==> src/rtl/tx_scheduler.sv <==
// Round-robin owner of the shared serial transmitter: arbitrates requesters,
// pulses tx_start with the latched byte, waits for tx_done or the watchdog, then acks.
module tx_scheduler #(
    parameter int N       = 4,
    parameter int TIMEOUT = 1024,
    parameter int CW      = 11
) (
    input  logic             clock,
    input  logic             reset,
    input  logic [N-1:0]     req,
    input  logic [8*N-1:0]   req_data,
    input  logic             tx_done,
    output logic             tx_start,
    output logic [7:0]       tx_data,
    output logic [N-1:0]     grant,
    output logic [N-1:0]     ack,
    output logic             timeout_err,
    output logic             busy,
    output logic [1:0]       state_dbg_o
);

    localparam int PW = (N > 1) ? $clog2(N) : 1;

    // Handshake: requester i holds req[i] with its byte until ack[i] pulses;
    // tx_start is a one-cycle pulse, tx_done a one-cycle pulse back.
    typedef enum logic [1:0] {
        S_IDLE  = 2'd0,
        S_START = 2'd1,
        S_WAIT  = 2'd2,
        S_ACK   = 2'd3
    } state_t;

    state_t          state_q, state_d;
    logic [PW-1:0]   ptr_q, ptr_d;
    logic [PW-1:0]   owner_q, owner_d;
    logic [CW-1:0]   wcnt_q, wcnt_d;
    logic            tx_start_q, tx_start_d;
    logic [7:0]      tx_data_q, tx_data_d;
    logic [N-1:0]    grant_q, grant_d;
    logic [N-1:0]    ack_q, ack_d;
    logic            terr_q, terr_d;
    logic            busy_q, busy_d;

    logic [2*N-1:0]  req_dbl;
    logic [N-1:0]    req_rot;
    logic [PW-1:0]   win_off;
    logic [PW:0]     win_sum;
    logic [PW-1:0]   win_idx;
    logic [7:0]      win_byte;
    logic [PW-1:0]   ptr_next;

    // Rotate so bit j is requester (ptr+j) mod N; lowest set bit wins.
    assign req_dbl = {req, req};
    assign req_rot = N'(req_dbl >> ptr_q);

    always_comb begin
        win_off = '0;
        for (int j = N - 1; j >= 0; j--) begin
            if (req_rot[j]) win_off = PW'(j);
        end
        win_sum = {1'b0, ptr_q} + {1'b0, win_off};
        if (win_sum >= (PW+1)'(N)) win_sum = win_sum - (PW+1)'(N);
        win_idx = win_sum[PW-1:0];
    end

    assign win_byte = 8'(req_data >> {win_idx, 3'b000});
    assign ptr_next = (owner_q == PW'(N - 1)) ? '0 : owner_q + PW'(1);

    always_comb begin
        state_d    = state_q;
        ptr_d      = ptr_q;
        owner_d    = owner_q;
        wcnt_d     = wcnt_q;
        tx_start_d = tx_start_q;
        tx_data_d  = tx_data_q;
        grant_d    = grant_q;
        ack_d      = ack_q;
        terr_d     = terr_q;
        busy_d     = busy_q;
        case (state_q)
            S_IDLE: begin
                if (|req) begin
                    state_d    = S_START;
                    owner_d    = win_idx;
                    grant_d    = N'(1) << win_idx;
                    tx_data_d  = win_byte;
                    tx_start_d = 1'b1;
                    busy_d     = 1'b1;
                end
            end
            S_START: begin
                tx_start_d = 1'b0;
                wcnt_d     = '0;
                state_d    = S_WAIT;
            end
            S_WAIT: begin
                wcnt_d = wcnt_q + CW'(1);
                // A completion on the final watchdog cycle still counts as success.
                if (tx_done) begin
                    state_d = S_ACK;
                    ack_d   = grant_q;
                    grant_d = '0;
                end else if (wcnt_q == CW'(TIMEOUT - 1)) begin
                    state_d = S_ACK;
                    ack_d   = grant_q;
                    grant_d = '0;
                    terr_d  = 1'b1;
                end
            end
            S_ACK: begin
                ack_d   = '0;
                terr_d  = 1'b0;
                busy_d  = 1'b0;
                ptr_d   = ptr_next;
                state_d = S_IDLE;
            end
            default: state_d = S_IDLE;
        endcase
    end

    always_ff @(posedge clock or posedge reset) begin
        if (reset) begin
            state_q    <= S_IDLE;
            ptr_q      <= '0;
            owner_q    <= '0;
            wcnt_q     <= '0;
            tx_start_q <= 1'b0;
            tx_data_q  <= '0;
            grant_q    <= '0;
            ack_q      <= '0;
            terr_q     <= 1'b0;
            busy_q     <= 1'b0;
        end else begin
            state_q    <= state_d;
            ptr_q      <= ptr_d;
            owner_q    <= owner_d;
            wcnt_q     <= wcnt_d;
            tx_start_q <= tx_start_d;
            tx_data_q  <= tx_data_d;
            grant_q    <= grant_d;
            ack_q      <= ack_d;
            terr_q     <= terr_d;
            busy_q     <= busy_d;
        end
    end

    assign tx_start    = tx_start_q;
    assign tx_data     = tx_data_q;
    assign grant       = grant_q;
    assign ack         = ack_q;
    assign timeout_err = terr_q;
    assign busy        = busy_q;
    assign state_dbg_o = state_q;

endmodule

==> config.mk <==
export PLATFORM = sky130hd
export DESIGN_NAME = tx_scheduler
export DESIGN_NICKNAME = d
export VERILOG_FILES = /design/src/rtl/tx_scheduler.sv
export SDC_FILE = /design/constraint.sdc
export NUM_CORES = 1
export LEC_CHECK = 0
export ABC_AREA = 1
export CAP_MARGIN = 20
export CORE_MARGIN = 2
export CORE_UTILIZATION = 35
export CTS_CLUSTER_DIAMETER = 30
export DETAILED_ROUTE_END_ITERATION = 10
export PLACE_DENSITY = 0.65
export SLEW_MARGIN = 25
export SYNTH_ARGS = -nofsm -noshare
export SYNTH_HDL_FRONTEND = slang
export SYNTH_SLANG_ARGS = --single-unit
export TNS_END_PERCENT = 50
==> constraint.sdc <==
create_clock -name clock -period 2.06 [get_ports clock]
set_clock_uncertainty 0.1 [all_clocks]
set_input_delay 0.309 -clock clock [delete_from_list [all_inputs] [get_ports clock]]
set_output_delay 0.309 -clock clock [all_outputs]
set_load 0.01 [all_outputs]
==> impl_metrics.yaml, run 1 <==
status:
  violations: "negative setup slack"
  status: "finished, violations left"
yosys:
  synthesis.area_um2: 2120
  synth_edf_count: 0
  synth_area_leaders: "dfrtp_1 42%, nand2_1 12%, mux2i_1 7.6%"
  netlist.area_leader.share_pct: 42.5
  synth_top_area_cell: "dfrtp_1"
  async_flop_share_pct: 100
  syn_inst: 260
  avgSynthCellArea_um2: 8.16
  ys_seq_elements: 36
  synth_fp_nets: 307
  synth-seq-area-share_pct: 42.5
  yosysUniqueCellTypes: 29
  ys_dominant_reg_cell: "dfrtp_1"
  yosysWarnings: 0
floorplanning:
  pin_count: 60
  die_h_um: 81.8
  die_w_um: 81.8
  coreArea_um2: 5890
  rows: 28
  initial_utilization_pct: 36.0
  die_area_um2: 6700
worst_setup_path:
  arrival_ns: 2.27
  path_delay_family: "simple AND/OR/NAND/NOR gates"
  reg2reg_slack_ns: -0.07
  worst-path-max-fanout: 8
  reg2reg_from: "ptr_q[0]"
  slowest_stage: "dfrtp_2"
  start_kind: "register"
  cp-startpoint: "ptr_q[0]"
  crit_buf_inv: 3
  crit_chain: "inv_4 -> nand2_4 -> nand3_2 -> nand2_2 -> nand3_2 -> a21boi_4 -> ha_4 -> xnor2_4 -> buf_6 -> nand3_4 -> buf_8 -> nand3_2 -> nand3_1 -> nand2_1"
  crit_required_ns: 2.20
  critical_path.most_common_cell: "nand3_2"
  critPathKind: "register to register"
  end_kind: "register"
  slowest_delay_ns: 0.47
placement:
  place_congestion: 0.796
  place_ws_ns: -0.429
  hpwl_um: 3810
  portBuffers: 59
min_path:
  hp-class: "input port to asynchronous set/reset pin"
detailed_routing:
  ant_nets: 0
  vias_per_cell: 4.77
  firstDrtPassIters: 4
  drtIter0Drc: 96
  vias: 2024
  drc: 0
  wire_per_inst_um: 13.4
  routed_wl_um: 5670
clock_tree:
  clockRootBuffer: "clkbuf_8"
  cts_htree_levels: 2
  cts_buffer_depth: 2
  clkLatencyLatePin_ns: 0.29
  cts_sinks: 36
  cts_made_buffers: 5
  ctsHoldBuffers: 0
  tritoncts: "built"
  path_clk_slew_ns: 0.08
final_layout:
  drive_above_1_share_pct: 27.5
  final_common_cell: "nand2_1"
  final_cell_mix: "56 x nand2_1, 55 x clkdlybuf4s50_1, 34 x dfrtp_1"
  num-nets-final: 395
  syn_to_final_growth_pct: 59.0
  antenna_cells_inserted: 0
sta:
  fin_crit_sh_pct: 103
  setup_ws_ns: -0.0721
  setup_viol: 11
  min_period_ns: 2.13
  hold_viol: 0
  setup_tns_ns: -0.549
  rsz0062_at_grt: "true"
  timing.fmax_mhz: 469
  slew_violations: 0
  maxSlewHeadroom_pct: 68.7
  tightestPinTransition_ns: 0.469
power:
  p_leak_nw: 1.59
  peakVddDrop_mv: 0.979
  power_density_nw_per_um2: 1840
global_route:
  overflow: 0
  gr-usage-all-layers_pct: 17.1
  antenna_found_initial: 0
  grt_pass1_vias: 1986
  grt_max_degree: 37
  grt_pass1_wl_um: 8880
run:
  max_cap_viol_count: 0
state kept, by name, indices dropped and copies added (netlist names):
name / count
ack: 4
busy: 1
grant: 4
owner_q: 2
ptr_q: 2
state_dbg_o: 2
timeout_err: 1
tx_data: 8
tx_start: 1
wcnt_q: 11
cells in the mapped netlist, types with 2 or more instances:
cell type  number
nand2_2         9
inv_1          25
o21ai_0        14
inv_2           2
nand2_1        68
ha_1            8
o31ai_1         3
nand2_4         2
a21oi_1         8
clkbuf_1        2
buf_2           2
nand3_1        32
mux2i_1        16
nor2_1         12
dfrtp_1        36
xnor2_1         2
nor3_1          7
worst register-to-register path: stages, from the launching register on:
cell      delay [ns]
dfrtp_2         0.47
inv_4           0.08
nand2_4         0.07
nand3_2         0.06
nand2_2         0.10
nand3_2         0.10
a21boi_4        0.17
ha_4            0.17
xnor2_4         0.12
buf_6           0.12
nand3_4         0.12
buf_8           0.18
nand3_2         0.07
nand3_1         0.07
nand2_1         0.08
cell type report:
cell class / instances / area, um^2
fillers: 544 / 2510
multi-input cells: 191 / 1300
flip-flops and latches: 36 / 903
repair buffers: 85 / 845
inverters: 29 / 119
well taps: 75 / 93.8
clock buffers: 5 / 68.8
clock inverters: 3 / 42.5
final timing paths:
| path | depth (start not counted) | end |
|---|---|---|
| worst max-delay path | 14 | tx_data[0] |
| worst min-delay path | 3 | tx_data[3] |
| worst max register to register | 14 | tx_data[0] |
| worst min register to register | 2 | tx_data[7] |
| max in group asynchronous | 3 | ptr_q[1] |
| min in group clock | 2 | tx_data[7] |
where the power goes:
part	total [mW]	internal [mW]	switching, mW	leakage [nW]
Clock	0.631	0.358	0.273	0.0541
Combinational	4.40	2.18	2.23	1.08
Sequential	1.16	0.968	0.192	0.460
Total	6.19	3.50	2.69	1.59
routing by layer:
metal  wire length [um]  vias to the layer above  GRT usage [%]
met5                  0                        -              0
met4                 87                        0           5.17
met3                188                        8           3.74
met2               2980                       30           28.1
met1               2410                      952           22.4
li1                   -                     1034              -
what timing repair did:
action / CTS / global route
hold endpoints to repair: 0 / 0
setup buffers: 6 / 0
pin swaps: 18 / 14
cloned: 3 / 0
gates resized for setup: 43 / 22
endpoints found under the setup margin: 13 / 13
kinds of logic after synthesis:
group,share of synthesized area (%)
buffers and inverters,6.96
xor gates and xnor gates,1.24
muxes,7.55
DFF,42.5
adders and majority gates,4.72
AOI/OAI and AO/OA,7.55
and+or+nand+nor,29.5
through the flow:
step	instance area (um^2)	std cells	utilization [%]	power, mW	hold WS (ns)
after CTS	3280	424	55.8	5.93	0.332
after floorplan	2130	260	-	3.33	0.357
after global routing	3370	424	57.3	6.66	0.394
final	3370	424	57.3	6.19	0.319
after global placement	2920	407	49.5	4.36	0.364
after detailed placement	2920	407	49.5	4.39	0.365
Note: power is estimated with default switching activity, not from simulation.
==> inputs of run 2 (changes only) <==
--- a/config.mk
+++ b/config.mk
@@ -9,6 +9,7 @@
 export CAP_MARGIN = 20
 export CORE_MARGIN = 2
 export CORE_UTILIZATION = 35
+export CTS_BUF_LIST = sky130_fd_sc_hd__clkbuf_8
 export CTS_CLUSTER_DIAMETER = 30
 export DETAILED_ROUTE_END_ITERATION = 10
 export PLACE_DENSITY = 0.65
==> results of run 2 <==
Final layout, timing and power as in run 1 (identical DEF).
==> inputs of run 3 (changes only) <==
--- a/config.mk
+++ b/config.mk
@@ -7,6 +7,7 @@
 export LEC_CHECK = 0
 export ABC_AREA = 1
 export CAP_MARGIN = 20
+export CORE_ASPECT_RATIO = 0.8
 export CORE_MARGIN = 2
 export CORE_UTILIZATION = 35
 export CTS_BUF_LIST = sky130_fd_sc_hd__clkbuf_8
==> run 3 against run 2 <==
Fmax increased by 2.8%; critical path depth decreased by 3; register-to-register slack improved by 0.06 ns; die area about the same; power decreased by 5.5%; clock-buffer cell count unchanged; utilization decreased by 1.8 points; final cell count increased by 0.94%; the flow still finishes with violations (negative setup slack); critical path type unchanged; design area decreased by 3.2%; first-iteration DRC count increased by 3.1%; sequential power about the same; non-clock buffer count decreased by 1.
==> impl_metrics.yaml, run 3 (synthesis results as in run 1) <==
power:
  power_density_nw_per_um2: 1790
  peakVddDrop_mv: 0.661
  p_leak_nw: 1.57
detailed_routing:
  wl_met2_um: 2730
  firstDrtPassIters: 5
  wl_met3_um: 265
  drtIter0Drc: 99
  ant_nets: 0
  routed_wl_um: 5570
  topRoutingLayerUsed: "met3"
  drc: 0
  vias: 2037
  drt-met1-wl_um: 2580
  wire_per_inst_um: 13.0
  vias_per_cell: 4.76
clock_tree:
  cts_sinks: 36
  tritoncts: "built"
  path_clk_slew_ns: 0.07
  cts_made_buffers: 5
  cts_buffer_depth: 2
  cts_htree_levels: 2
  clkLatencyLatePin_ns: 0.28
  clockRootBuffer: "clkbuf_8"
final_layout:
  final_util_pct: 55.5
  fin_area_um2: 3260
  largest_reg_flops: 11
  final_common_cell: "nand2_1"
  antenna_cells_inserted: 0
  drive_above_1_share_pct: 21.0
  fillers: 566
  top_register: "wcnt_q"
  num-nets-final: 393
  layout.cells.non_filler: 428
  syn_to_final_growth_pct: 53.9
  final_cell_mix: "60 x nand2_1, 55 x clkdlybuf4s50_1, 34 x dfrtp_1"
floorplanning:
  initial_utilization_pct: 36.1
  coreArea_um2: 5880
  die_area_um2: 6700
  die_w_um: 91.0
  pin_count: 60
  die_h_um: 73.6
  rows: 25
placement:
  place_ws_ns: -0.497
  placed_cells: 412
  portBuffers: 59
  place_congestion: 0.846
  hpwl_um: 3880
  place_area_um2: 2920
worst_setup_path:
  r2r_cells: 11
  worst-path-max-fanout: 6
  crit_required_ns: 2.14
  start_kind: "register"
  critPathKind: "register to register"
  arrival_ns: 2.15
  end_kind: "register"
sta:
  maxSlewHeadroom_pct: 69.3
  timing.fmax_mhz: 482
  setup_ws_ns: -0.0135
  min_period_ns: 2.07
  tightestPinTransition_ns: 0.460
  slew_violations: 0
  fin_hold_ws_ns: 0.323
  setup_viol: 6
  rsz0062_at_grt: "true"
  hold_viol: 0
  fin_crit_sh_pct: 101
global_route:
  antenna_found_initial: 0
  gr-usage-all-layers_pct: 16.1
  grt_max_degree: 37
  overflow: 0
  grt_pass1_wl_um: 8740
  grt_pass1_vias: 1881
status:
  violations: "negative setup slack"
  status: "finished, violations left"
min_path:
  hp-class: "input port to asynchronous set/reset pin"
run:
  max_cap_viol_count: 0
run 3: cell type report:
| type | instances | area (um^2) | share of cell area, % |
|---|---|---|---|
| Timing Repair Buffer | 84 | 840 | 25.7 |
| Clock buffer | 5 | 68.8 | 2.11 |
| Inverter | 29 | 115 | 3.53 |
| Sequential cell | 36 | 903 | 27.7 |
| Multi-Input combinational cell | 190 | 1200 | 36.7 |
| Clock inverter | 3 | 38.8 | 1.19 |
| Tap cell | 81 | 101 | 3.11 |
run 3: path summary, 6_finish.rpt:
check / startpoint / endpoint / slack (ns)
worst max register to register: ptr_q[0] / tx_data[7] / -0.01
min in group clock: ack[0] / ack[0] / 0.39
worst min-delay path: reset / wcnt_q[4] / 0.32
worst max-delay path: ptr_q[0] / tx_data[7] / -0.01
max in group asynchronous: reset / ptr_q[0] / 1.18
worst min register to register: ack[0] / ack[0] / 0.39
run 3: per-layer routing:
metal  vias up  track usage (%)
met5         -                0
met4         0             4.04
met3         0             4.00
met2        49             25.6
met1       959             22.2
li1       1029                -
run 3: what timing repair did:
| action | 4_1_cts | 5_1_grt |
|---|---|---|
| endpoints found under the setup margin | 13 | 13 |
| cloned | 0 | 3 |
| resized for setup | 13 | 25 |
| pin swaps | 8 | 8 |
| setup buffers | 3 | 2 |
| hold buffers | 0 | 0 |
run 3: power breakdown:
| group | internal (mW) | switching [mW] | leakage (nW) | total, mW |
|---|---|---|---|---|
| sequential | 0.967 | 0.207 | 0.460 | 1.17 |
| clock | 0.354 | 0.252 | 0.0593 | 0.606 |
| combinational | 2.05 | 2.03 | 1.05 | 4.07 |
run 3: worst max-delay path, stage by stage (launching register included):
cell	delay (ns)
dfrtp_2	0.47
inv_4	0.10
nand2_2	0.06
nand3_1	0.07
nand2_1	0.07
a21boi_2	0.17
ha_4	0.33
clkbuf_16	0.16
mux2i_1	0.21
nand2_2	0.07
nand3_1	0.08
nand2_1	0.07
run 3: stage by stage:
| stage | power, mW | TNS (ns) |
|---|---|---|
| after floorplan | 3.33 | 0 |
| after global routing | 6.31 | -1.25 |
| final | 5.85 | -0.0510 |
| after detailed placement | 4.39 | -6.02 |
| after CTS | 5.20 | -0.625 |
| after global placement | 4.36 | -4.50 |
